`config.mk`:
```
export PLATFORM = sky130hd
export DESIGN_NAME = pc_predict_unit_flat
export DESIGN_NICKNAME = d
export VERILOG_FILES = /design/src/rtl/pc_predict_unit_if.sv /design/src/rtl/pc_predict_unit.sv /design/src/flat_wrapper.sv
export SDC_FILE = /design/constraint.sdc
export NUM_CORES = 2
export LEC_CHECK = 0
export CELL_PAD_IN_SITES_DETAIL_PLACEMENT = 1
export CELL_PAD_IN_SITES_GLOBAL_PLACEMENT = 1
export CORE_UTILIZATION = 35
export DETAILED_ROUTE_END_ITERATION = 10
export PLACE_DENSITY_LB_ADDON = 0.1
export SYNTH_ARGS = -nofsm -noshare
export SYNTH_HDL_FRONTEND = slang
export SYNTH_SLANG_ARGS = --single-unit
```
`constraint.sdc`:
```
create_clock -name clk -period 108.7 [get_ports clk]
set_input_delay 32.61 -clock clk [delete_from_list [all_inputs] [get_ports clk]]
set_output_delay 32.61 -clock clk [all_outputs]
set_load 0.005 [all_outputs]
```
`src/rtl/pc_predict_unit_if.sv`:
```
// Fetch/execute bus between the core pipeline and the next-PC predictor.
// The core is the master; pc_predict_unit is the slave.
interface pc_predict_unit_if #(
  parameter int XLEN = 32
);
  logic            stall;
  logic [XLEN-1:0] pc;
  logic            pred_taken;
  logic [XLEN-1:0] pred_target;
  logic            ex_valid;
  logic            ex_branch;
  logic            ex_jump;
  logic            ex_jalr;
  logic [2:0]      ex_f3;
  logic            ex_zero;
  logic            ex_lt;
  logic            ex_ltu;
  logic [XLEN-1:0] ex_pc;
  logic [XLEN-1:0] ex_target;
  logic            ex_pred_taken;
  logic [XLEN-1:0] ex_pred_target;
  logic            flush;

  modport master (
    output stall, ex_valid, ex_branch, ex_jump, ex_jalr, ex_f3,
           ex_zero, ex_lt, ex_ltu, ex_pc, ex_target, ex_pred_taken, ex_pred_target,
    input  pc, pred_taken, pred_target, flush
  );

  modport slave (
    input  stall, ex_valid, ex_branch, ex_jump, ex_jalr, ex_f3,
           ex_zero, ex_lt, ex_ltu, ex_pc, ex_target, ex_pred_taken, ex_pred_target,
    output pc, pred_taken, pred_target, flush
  );
endinterface

```
`src/rtl/pc_predict_unit.sv`:
```
// Fetch PC register with direct-mapped BTB and 2-bit BHT prediction;
// resolves RV32I branches/jumps in execute and redirects fetch on a mispredict.
module pc_predict_unit #(
  parameter int              XLEN     = 32,
  parameter int              ENTRIES  = 16,
  parameter logic [XLEN-1:0] RESET_PC = {XLEN{1'b0}}
) (
  input  logic             clk,
  input  logic             rst,
  pc_predict_unit_if.slave bus
);
  localparam int IW = $clog2(ENTRIES);
  localparam int TW = XLEN - IW - 2;
  localparam logic [XLEN-1:0] PC_STEP = {{(XLEN-3){1'b0}}, 3'd4};

  logic [XLEN-1:0] pc_r;
  logic            btb_valid_r  [ENTRIES];
  logic            btb_isjump_r [ENTRIES];
  logic [TW-1:0]   btb_tag_r    [ENTRIES];
  logic [XLEN-1:0] btb_target_r [ENTRIES];
  logic [1:0]      bht_r        [ENTRIES];

  logic [IW-1:0]   fetch_idx_s;
  logic [TW-1:0]   fetch_tag_s;
  logic            hit_s;
  logic            pred_taken_s;
  logic [XLEN-1:0] pred_target_s;
  logic            taken_s;
  logic [XLEN-1:0] actual_next_s;
  logic            mispredict_s;
  logic            is_branch_s;
  logic            is_jump_s;
  logic            upd_s;
  logic [IW-1:0]   upd_idx_s;
  logic [TW-1:0]   upd_tag_s;

  // Fetch-side prediction from the current PC and pre-edge table contents
  always_comb begin
    fetch_idx_s   = pc_r[IW+1:2];
    fetch_tag_s   = pc_r[XLEN-1:IW+2];
    hit_s         = btb_valid_r[fetch_idx_s] && (btb_tag_r[fetch_idx_s] == fetch_tag_s);
    pred_taken_s  = hit_s && (btb_isjump_r[fetch_idx_s] || bht_r[fetch_idx_s][1]);
    if (pred_taken_s) begin
      pred_target_s = btb_target_r[fetch_idx_s];
    end else begin
      pred_target_s = pc_r + PC_STEP;
    end
  end

  // Execute-stage resolution; class priority is jump > branch > jalr
  always_comb begin
    taken_s = 1'b0;
    if (bus.ex_valid) begin
      if (bus.ex_jump) begin
        taken_s = 1'b1;
      end else if (bus.ex_branch) begin
        case (bus.ex_f3)
          3'b000:  taken_s = bus.ex_zero;
          3'b001:  taken_s = !bus.ex_zero;
          3'b100:  taken_s = bus.ex_lt;
          3'b101:  taken_s = !bus.ex_lt;
          3'b110:  taken_s = bus.ex_ltu;
          3'b111:  taken_s = !bus.ex_ltu;
          default: taken_s = 1'b0;
        endcase
      end else if (bus.ex_jalr) begin
        taken_s = 1'b1;
      end else begin
        taken_s = 1'b0;
      end
    end else begin
      taken_s = 1'b0;
    end
  end

  // Actual next PC, mispredict detection and table-update qualifiers
  always_comb begin
    if (taken_s) begin
      actual_next_s = bus.ex_target;
    end else begin
      actual_next_s = bus.ex_pc + PC_STEP;
    end
    mispredict_s = bus.ex_valid &&
                   ((taken_s != bus.ex_pred_taken) ||
                    (taken_s && (bus.ex_target != bus.ex_pred_target)));
    is_branch_s  = bus.ex_branch && !bus.ex_jump;
    is_jump_s    = bus.ex_jump || (bus.ex_jalr && !bus.ex_branch);
    upd_s        = bus.ex_valid && (bus.ex_branch || bus.ex_jump || bus.ex_jalr);
    upd_idx_s    = bus.ex_pc[IW+1:2];
    upd_tag_s    = bus.ex_pc[XLEN-1:IW+2];
  end

  // Fetch PC register: redirect beats stall beats prediction
  always_ff @(posedge clk or posedge rst) begin
    if (rst) begin
      pc_r <= RESET_PC;
    end else if (mispredict_s) begin
      pc_r <= actual_next_s;
    end else if (bus.stall) begin
      pc_r <= pc_r;
    end else begin
      pc_r <= pred_target_s;
    end
  end

  // BTB/BHT training from resolved control-flow instructions
  always_ff @(posedge clk or posedge rst) begin
    if (rst) begin
      for (int i = 0; i < ENTRIES; i++) begin
        btb_valid_r[i]  <= 1'b0;
        btb_isjump_r[i] <= 1'b0;
        btb_tag_r[i]    <= {TW{1'b0}};
        btb_target_r[i] <= {XLEN{1'b0}};
        bht_r[i]        <= 2'b01;
      end
    end else if (upd_s) begin
      if (is_branch_s) begin
        if (taken_s) begin
          if (bht_r[upd_idx_s] != 2'b11) begin
            bht_r[upd_idx_s] <= bht_r[upd_idx_s] + 2'd1;
          end
        end else if (bht_r[upd_idx_s] != 2'b00) begin
          bht_r[upd_idx_s] <= bht_r[upd_idx_s] - 2'd1;
        end
      end
      if (taken_s) begin
        btb_valid_r[upd_idx_s]  <= 1'b1;
        btb_isjump_r[upd_idx_s] <= is_jump_s;
        btb_tag_r[upd_idx_s]    <= upd_tag_s;
        btb_target_r[upd_idx_s] <= bus.ex_target;
      end
    end
  end

  assign bus.pc          = pc_r;
  assign bus.pred_taken  = pred_taken_s;
  assign bus.pred_target = pred_target_s;
  assign bus.flush       = mispredict_s;
endmodule

```
`src/flat_wrapper.sv`:
```
// flat-port wrapper written by rule: the top's interface ports become plain ports
module pc_predict_unit_flat 
#(
  parameter int              XLEN     = 32,
  parameter int              ENTRIES  = 16,
  parameter logic [XLEN-1:0] RESET_PC = {XLEN{1'b0}}
)
  (clk, rst, bus_stall, bus_ex_valid, bus_ex_branch, bus_ex_jump, bus_ex_jalr, bus_ex_f3, bus_ex_zero, bus_ex_lt, bus_ex_ltu, bus_ex_pc, bus_ex_target, bus_ex_pred_taken, bus_ex_pred_target, bus_pc, bus_pred_taken, bus_pred_target, bus_flush);
  pc_predict_unit_if #(.XLEN(XLEN)) bus_i ();
  input  logic clk;
  input  logic rst;
  input wire logic [$bits(bus_i.stall)-1:0] bus_stall;
  input wire logic [$bits(bus_i.ex_valid)-1:0] bus_ex_valid;
  input wire logic [$bits(bus_i.ex_branch)-1:0] bus_ex_branch;
  input wire logic [$bits(bus_i.ex_jump)-1:0] bus_ex_jump;
  input wire logic [$bits(bus_i.ex_jalr)-1:0] bus_ex_jalr;
  input wire logic [$bits(bus_i.ex_f3)-1:0] bus_ex_f3;
  input wire logic [$bits(bus_i.ex_zero)-1:0] bus_ex_zero;
  input wire logic [$bits(bus_i.ex_lt)-1:0] bus_ex_lt;
  input wire logic [$bits(bus_i.ex_ltu)-1:0] bus_ex_ltu;
  input wire logic [$bits(bus_i.ex_pc)-1:0] bus_ex_pc;
  input wire logic [$bits(bus_i.ex_target)-1:0] bus_ex_target;
  input wire logic [$bits(bus_i.ex_pred_taken)-1:0] bus_ex_pred_taken;
  input wire logic [$bits(bus_i.ex_pred_target)-1:0] bus_ex_pred_target;
  output wire logic [$bits(bus_i.pc)-1:0] bus_pc;
  output wire logic [$bits(bus_i.pred_taken)-1:0] bus_pred_taken;
  output wire logic [$bits(bus_i.pred_target)-1:0] bus_pred_target;
  output wire logic [$bits(bus_i.flush)-1:0] bus_flush;
  assign bus_i.stall = bus_stall;
  assign bus_i.ex_valid = bus_ex_valid;
  assign bus_i.ex_branch = bus_ex_branch;
  assign bus_i.ex_jump = bus_ex_jump;
  assign bus_i.ex_jalr = bus_ex_jalr;
  assign bus_i.ex_f3 = bus_ex_f3;
  assign bus_i.ex_zero = bus_ex_zero;
  assign bus_i.ex_lt = bus_ex_lt;
  assign bus_i.ex_ltu = bus_ex_ltu;
  assign bus_i.ex_pc = bus_ex_pc;
  assign bus_i.ex_target = bus_ex_target;
  assign bus_i.ex_pred_taken = bus_ex_pred_taken;
  assign bus_i.ex_pred_target = bus_ex_pred_target;
  assign bus_pc = bus_i.pc;
  assign bus_pred_taken = bus_i.pred_taken;
  assign bus_pred_target = bus_i.pred_target;
  assign bus_flush = bus_i.flush;
  pc_predict_unit #(.XLEN(XLEN), .ENTRIES(ENTRIES), .RESET_PC(RESET_PC)) u_core (.clk(clk), .rst(rst), .bus(bus_i));
endmodule
```
**Word level (Yosys, flattened, before mapping)**

Index checks and enable logic that the tools add are counted.
W data, S select, Z words.

- $add $sub $neg: 4
- $mul: 0
- Divide/modulo/power cells: 0
- Magnitude comparators: 3
- Equal/unequal tests: 11
- Shift operators: 0
- Multiplexer cells: 43
- Bitwise logic cells: 3
- Reduce and logical (&&, ||, !) cells: 23

Operators with widths:

| operator | count |
|---|---|
| $bwmux W512 | 1 |
| $bwmux W416 | 1 |
| $mux W32 | 10 |
| $bmux W32 S4 | 1 |
| $demux W32 S4 | 1 |
| $bmux W26 S4 | 1 |
| $demux W26 S4 | 1 |
| $mux W26 | 3 |
| $add A32 B3 Y32 const B | 2 |
| $bwmux W32 | 2 |
| $ne A32 B32 Y1 | 1 |
| $eq A26 B26 Y1 | 1 |
| $bmux W2 S4 | 2 |
| $bwmux W16 | 1 |
| $or A16 B16 Y16 | 1 |
| $eq A3 B3 Y1 const B | 4 |
| $ge A5 B5 Y1 const B | 2 |
| $mux W2 | 5 |
| $not A4 Y5 | 2 |
| $mux W1 | 9 |
| $bmux W1 S4 | 2 |
| $demux W2 S4 | 1 |
| $logic_and A1 B1 Y1 | 8 |
| $pmux W1 S6 | 1 |
| 14 further kinds | 24 |

- Flip-flop bits (word level): 1024
- Bits in latches: 0
- Bits in writable memories: 0
- Memory bits (read-only): 0
- Input port bits: 110
- Output and inout port bits: 66
- Logic and storage cells: 168
- Memories: 0

**Logic depth before layout (Yosys ltp)**

- Depth after elaboration: 10
- Mapped depth: 16
- Gate-level depth less buffers: 9

**Worst setup path after synthesis**

Ideal clock, no wire load.

- Path kind: input-to-output
- Start: input port bus_ex_target[24]
- End: output port bus_flush
- Data arrival time: 34.081 ns
- Data required time: 76.090 ns
- Slack: 42.009 ns
- Stages on the path: 8
- Buffers on the path: 2
- Cell sequence: clkbuf_1 -> xnor2_1 -> nand4_1 -> nor4_1 -> nand3_1 -> a31oi_1 -> clkinv_1 -> clkbuf_1

- Word-level cells in the longest chain between the ends: 4

RTL lines:

| item | line | source |
|---|---|---|
| start, declared | flat_wrapper.sv:22 | `input wire logic [$bits(bus_i.ex_target)-1:0] bus_ex_target;` |
| $ne A32 B32 Y1 | pc_predict_unit.sv:85 | `(taken_s && (bus.ex_target != bus.ex_pred_target)));` |
| $logic_and A1 B1 Y1 | pc_predict_unit.sv:85 |  |
| $logic_or A1 B1 Y1 | pc_predict_unit.sv:84 | `((taken_s != bus.ex_pred_taken) \|\|` |
| $logic_and A1 B1 Y1 | pc_predict_unit.sv:83 | `mispredict_s = bus.ex_valid &&` |
| end, declared | flat_wrapper.sv:28 | `output wire logic [$bits(bus_i.flush)-1:0] bus_flush;` |

Every way passes these cells.

**Worst setup path after layout**

Same ends and word-level chain as after synthesis.

==> results.json <==
{
  "clock_sinks": 1024,
  "slew_viol_final": 0,
  "yosysTopAreaCell": "dfrtp_1",
  "met1_usage": 0.349,
  "avgSynthCellArea_um2": 14.2,
  "synth_seq_cells": 1024,
  "gp_congestion": 0.841,
  "io_pins": 176,
  "post-route-period-util": 0.639,
  "grt_pass1_vias": 35100,
  "place_hpwl_um": 108000,
  "drt-initial-drc-count": 2080,
  "r2r-end": "u_core.bus.pc[1]",
  "period_needed_ns": 69.47,
  "sw_frac_of_total": 0.304,
  "startpoint_type": "primary input",
  "leakage_nw": 24.1,
  "fmax_mhz": 14.4,
  "synth_cell_types": 71,
  "status": "finished clean",
  "cp.required_ns": 76.09,
  "setup_viol": 0,
  "via_per_inst": 5.73,
  "slowest_delay_ns": 0.98,
  "layout.nets": 3637,
  "clkPwrFrac": 0.312,
  "finalHoldViolCount": 0,
  "synthArstFlopShare": 1.00,
  "cts_made_buffers": 117,
  "finalSetupTns_ns": 0,
  "yosysSeqAreaShare": 0.518,
  "path_cells": "clkdlybuf4s50_1 > xnor2_1 > nand4_1 > nor4_2 > nand3_1 > a31oi_4 > clkinv_1 > clkdlybuf4s50_1",
  "die_w_um": 378,
  "post_drt_wl_per_cell_um": 31.9,
  "worstPathArrival_ns": 36.86,
  "grt-ovfl-total": 0,
  "end_kind": "primary output",
  "worstMarginPinSlew_ns": 1.22,
  "powerDensity_nw_per_um2": 22.5,
  "pwr-share-seq": 0.416,
  "comb_power_share": 0.272,
  "core_area_um2": 140000,
  "grt_pass1_wl_um": 258000,
  "synth_top_area_frac": 0.509,
  "r2r_setup_slack_ns": 102.69,
  "die_area_um2": 143000,
  "use_met2": 0.404,
  "fp.dieH_um": 378,
  "min_path_cells": 1,
  "initial_core_util": 0.354,
  "syn_inst": 3498,
  "grtUsageTotal": 0.250,
  "syn-cell-area_um2": 49500,
  "synth_edf_count": 0,
  "ant_nets": 0,
  "cts.clk_slew.worst_paths_ns": 0.06,
  "grt_max_degree": 180,
  "ys.flop_type": "dfrtp_1",
  "post-cts-setup-buffer-count": 0,
  "hp-class": "flip-flop to flip-flop",
  "slew_headroom": 0.183,
  "synthTopCellsByArea": "dfrtp_1, mux2_2, mux4_2, clkbuf_1, mux2i_1",
  "clockBufferDepth": 3,
  "ys_top_cells_by_count": "dfrtp_1, mux2_2, clkbuf_1, mux4_2, nand2_1",
  "nFillCells": 14000,
  "clk_latency_ns": 0.74,
  "ir_drop_v": 0.0000138,
  "grt.busiest_layer": "met2",
  "grt_use_met3": 0.0388,
  "antenna_found_initial": 12,
  "io_buffer_count": 175,
  "min_from": "u_core.btb_valid_r[3]",
  "final.setup_skew_ns": 0.0347,
  "htree_num_levels": 3,
  "layout-drive-gt1-share": 0.429,
  "firstDrtPassIters": 5,
  "vias": 31500,
  "p_sw_mw": 0.389,
  "crit_fanout": 18,
  "synth_most_common_cell": "dfrtp_1",
  "min_to": "u_core.btb_valid_r[3]",
  "timing.rr.start": "u_core.bus.pc[2]",
  "crit_path_frequent_cell": "clkdlybuf4s50_1",
  "drc_errors": 0,
  "row_count": 137,
  "area_growth_pct": 15.0,
  "cts_root_buf": "clkbuf_16",
  "whs_ns": 0.466,
  "cap_violations": 0,
  "intPower_mw": 0.891,
  "cts_tree": "yes",
  "cts_hold_buf": 0,
  "syn-num-nets": 3615,
  "yosys_warnings": 0,
  "critPathKind": "primary input to primary output",
  "r2r_cells": 11,
  "cts_resized": 0,
  "cp_slowest_cell": "clkdlybuf4s50_1",
  "rsz0062_at_grt": "no",
  "drt_wl_total_um": 175000
}
==> final cells by class <==
| cell class | count | area, µm² | share of cell area |
|---|---|---|---|
| Antenna cell | 4 | 10.0 | 0.000176 |
| Clock buffer | 180 | 3580 | 0.0628 |
| Clock inverter | 31 | 319 | 0.00560 |
| Inverter | 16 | 72.6 | 0.00127 |
| Multi-Input combinational cell | 2091 | 22500 | 0.395 |
| Sequential cell | 1024 | 25700 | 0.450 |
| Tap cell | 1876 | 2350 | 0.0412 |
| Timing Repair Buffer | 270 | 2500 | 0.0438 |
==> cell families after synthesis <==
logic type | after synthesis | synth area share
AND/OR/NAND/NOR | 431 | 0.0439
XOR/XNOR | 115 | 0.0203
adder cells (fa/ha/maj) | 7 | 0.00177
flip-flops | 1024 | 0.518
buffers and inverters | 383 | 0.0328
multiplexers | 1288 | 0.349
AO/OA/AOI/OAI | 250 | 0.0342
==> critical path: cells and delay by family <==
kind,cells,cell delay [ns]
AND/OR/NAND/NOR,3,1.77
buffers and inverters,3,1.74
AO/OA/AOI/OAI,1,0.52
XOR/XNOR,1,0.19
==> power by group through the flow <==
stage | registers [mW] | clock network, mW | logic (mW)
after floorplan | 0.511 | 0 | 0.252
after global placement | 0.527 | 0 | 0.342
after detailed placement | 0.538 | 0 | 0.351
after CTS | 0.531 | 0.410 | 0.352
after global routing | 0.544 | 0.423 | 0.372
final | 0.532 | 0.400 | 0.348
==> cell usage in the layout (no fill, tap or decap), drive strengths merged, types with 5 or more instances in the layout <==
cell / instances
bufinv: 5
clkbuf: 180
nand2b: 21
nand4: 24
xnor2: 77
or3: 39
and2: 8
mux2i: 76
nor2b: 7
nor3: 44
clkinv: 24
a22oi: 14
or4: 5
mux4: 258
nand2: 83
o211ai: 45
a31oi: 8
nand3: 79
nor2: 81
dfrtp: 1008
o31ai: 30
a22o: 10
dfstp: 16
a211oi: 8
and4: 8
buf: 96
a21oi: 36
nor4: 10
inv: 16
xor2: 38
or2: 5
and3: 9
o21ai: 57
clkdlybuf4s50: 174
ha: 7
mux2: 954
==> registers in the layout, summed over array words and instances (netlist names), named ones only <==
name	count
u_core.bht_r	16
u_core.btb_isjump_r	16
u_core.btb_tag_r	416
u_core.btb_target_r	512
u_core.btb_valid_r	16
u_core.bus.pc	32
==> worst max-delay path by stage <==
stage,start,to,slack [ns],depth (start not counted)
4_1_cts,bus_ex_target[24],bus_flush,39.06,8
3_5_place_dp,bus_ex_target[24],bus_flush,39.09,8
3_3_place_gp,bus_ex_target[24],bus_flush,39.11,8
5_1_grt,bus_ex_target[24],bus_flush,39.03,8
2_1_floorplan,bus_ex_target[24],bus_flush,42.01,8
6_report,bus_ex_target[24],bus_flush,39.23,8
==> routing by layer <==
metal	vias to the layer above	routed length (µm)	share of wire
li1	13000	-	-
met1	17500	78700	0.45
met2	753	83800	0.48
met3	215	8300	0.047
met4	0	4320	0.025
met5	-	0	0
==> stage by stage <==
step | power [mW] | area, µm² | util | cells | setup slack [ns]
final | 1.28 | 57000 | 0.407 | 5492 | 39.23
after detailed placement | 0.889 | 53100 | 0.379 | 5277 | 39.09
after CTS | 1.29 | 57000 | 0.407 | 5488 | 39.06
after global routing | 1.34 | 57000 | 0.407 | 5490 | 39.03
after floorplan | 0.763 | 49500 | - | 3498 | 42.01
after global placement | 0.869 | 53100 | 0.379 | 5277 | 39.11
No activity file was read; power rests on OpenSTA's default activity.
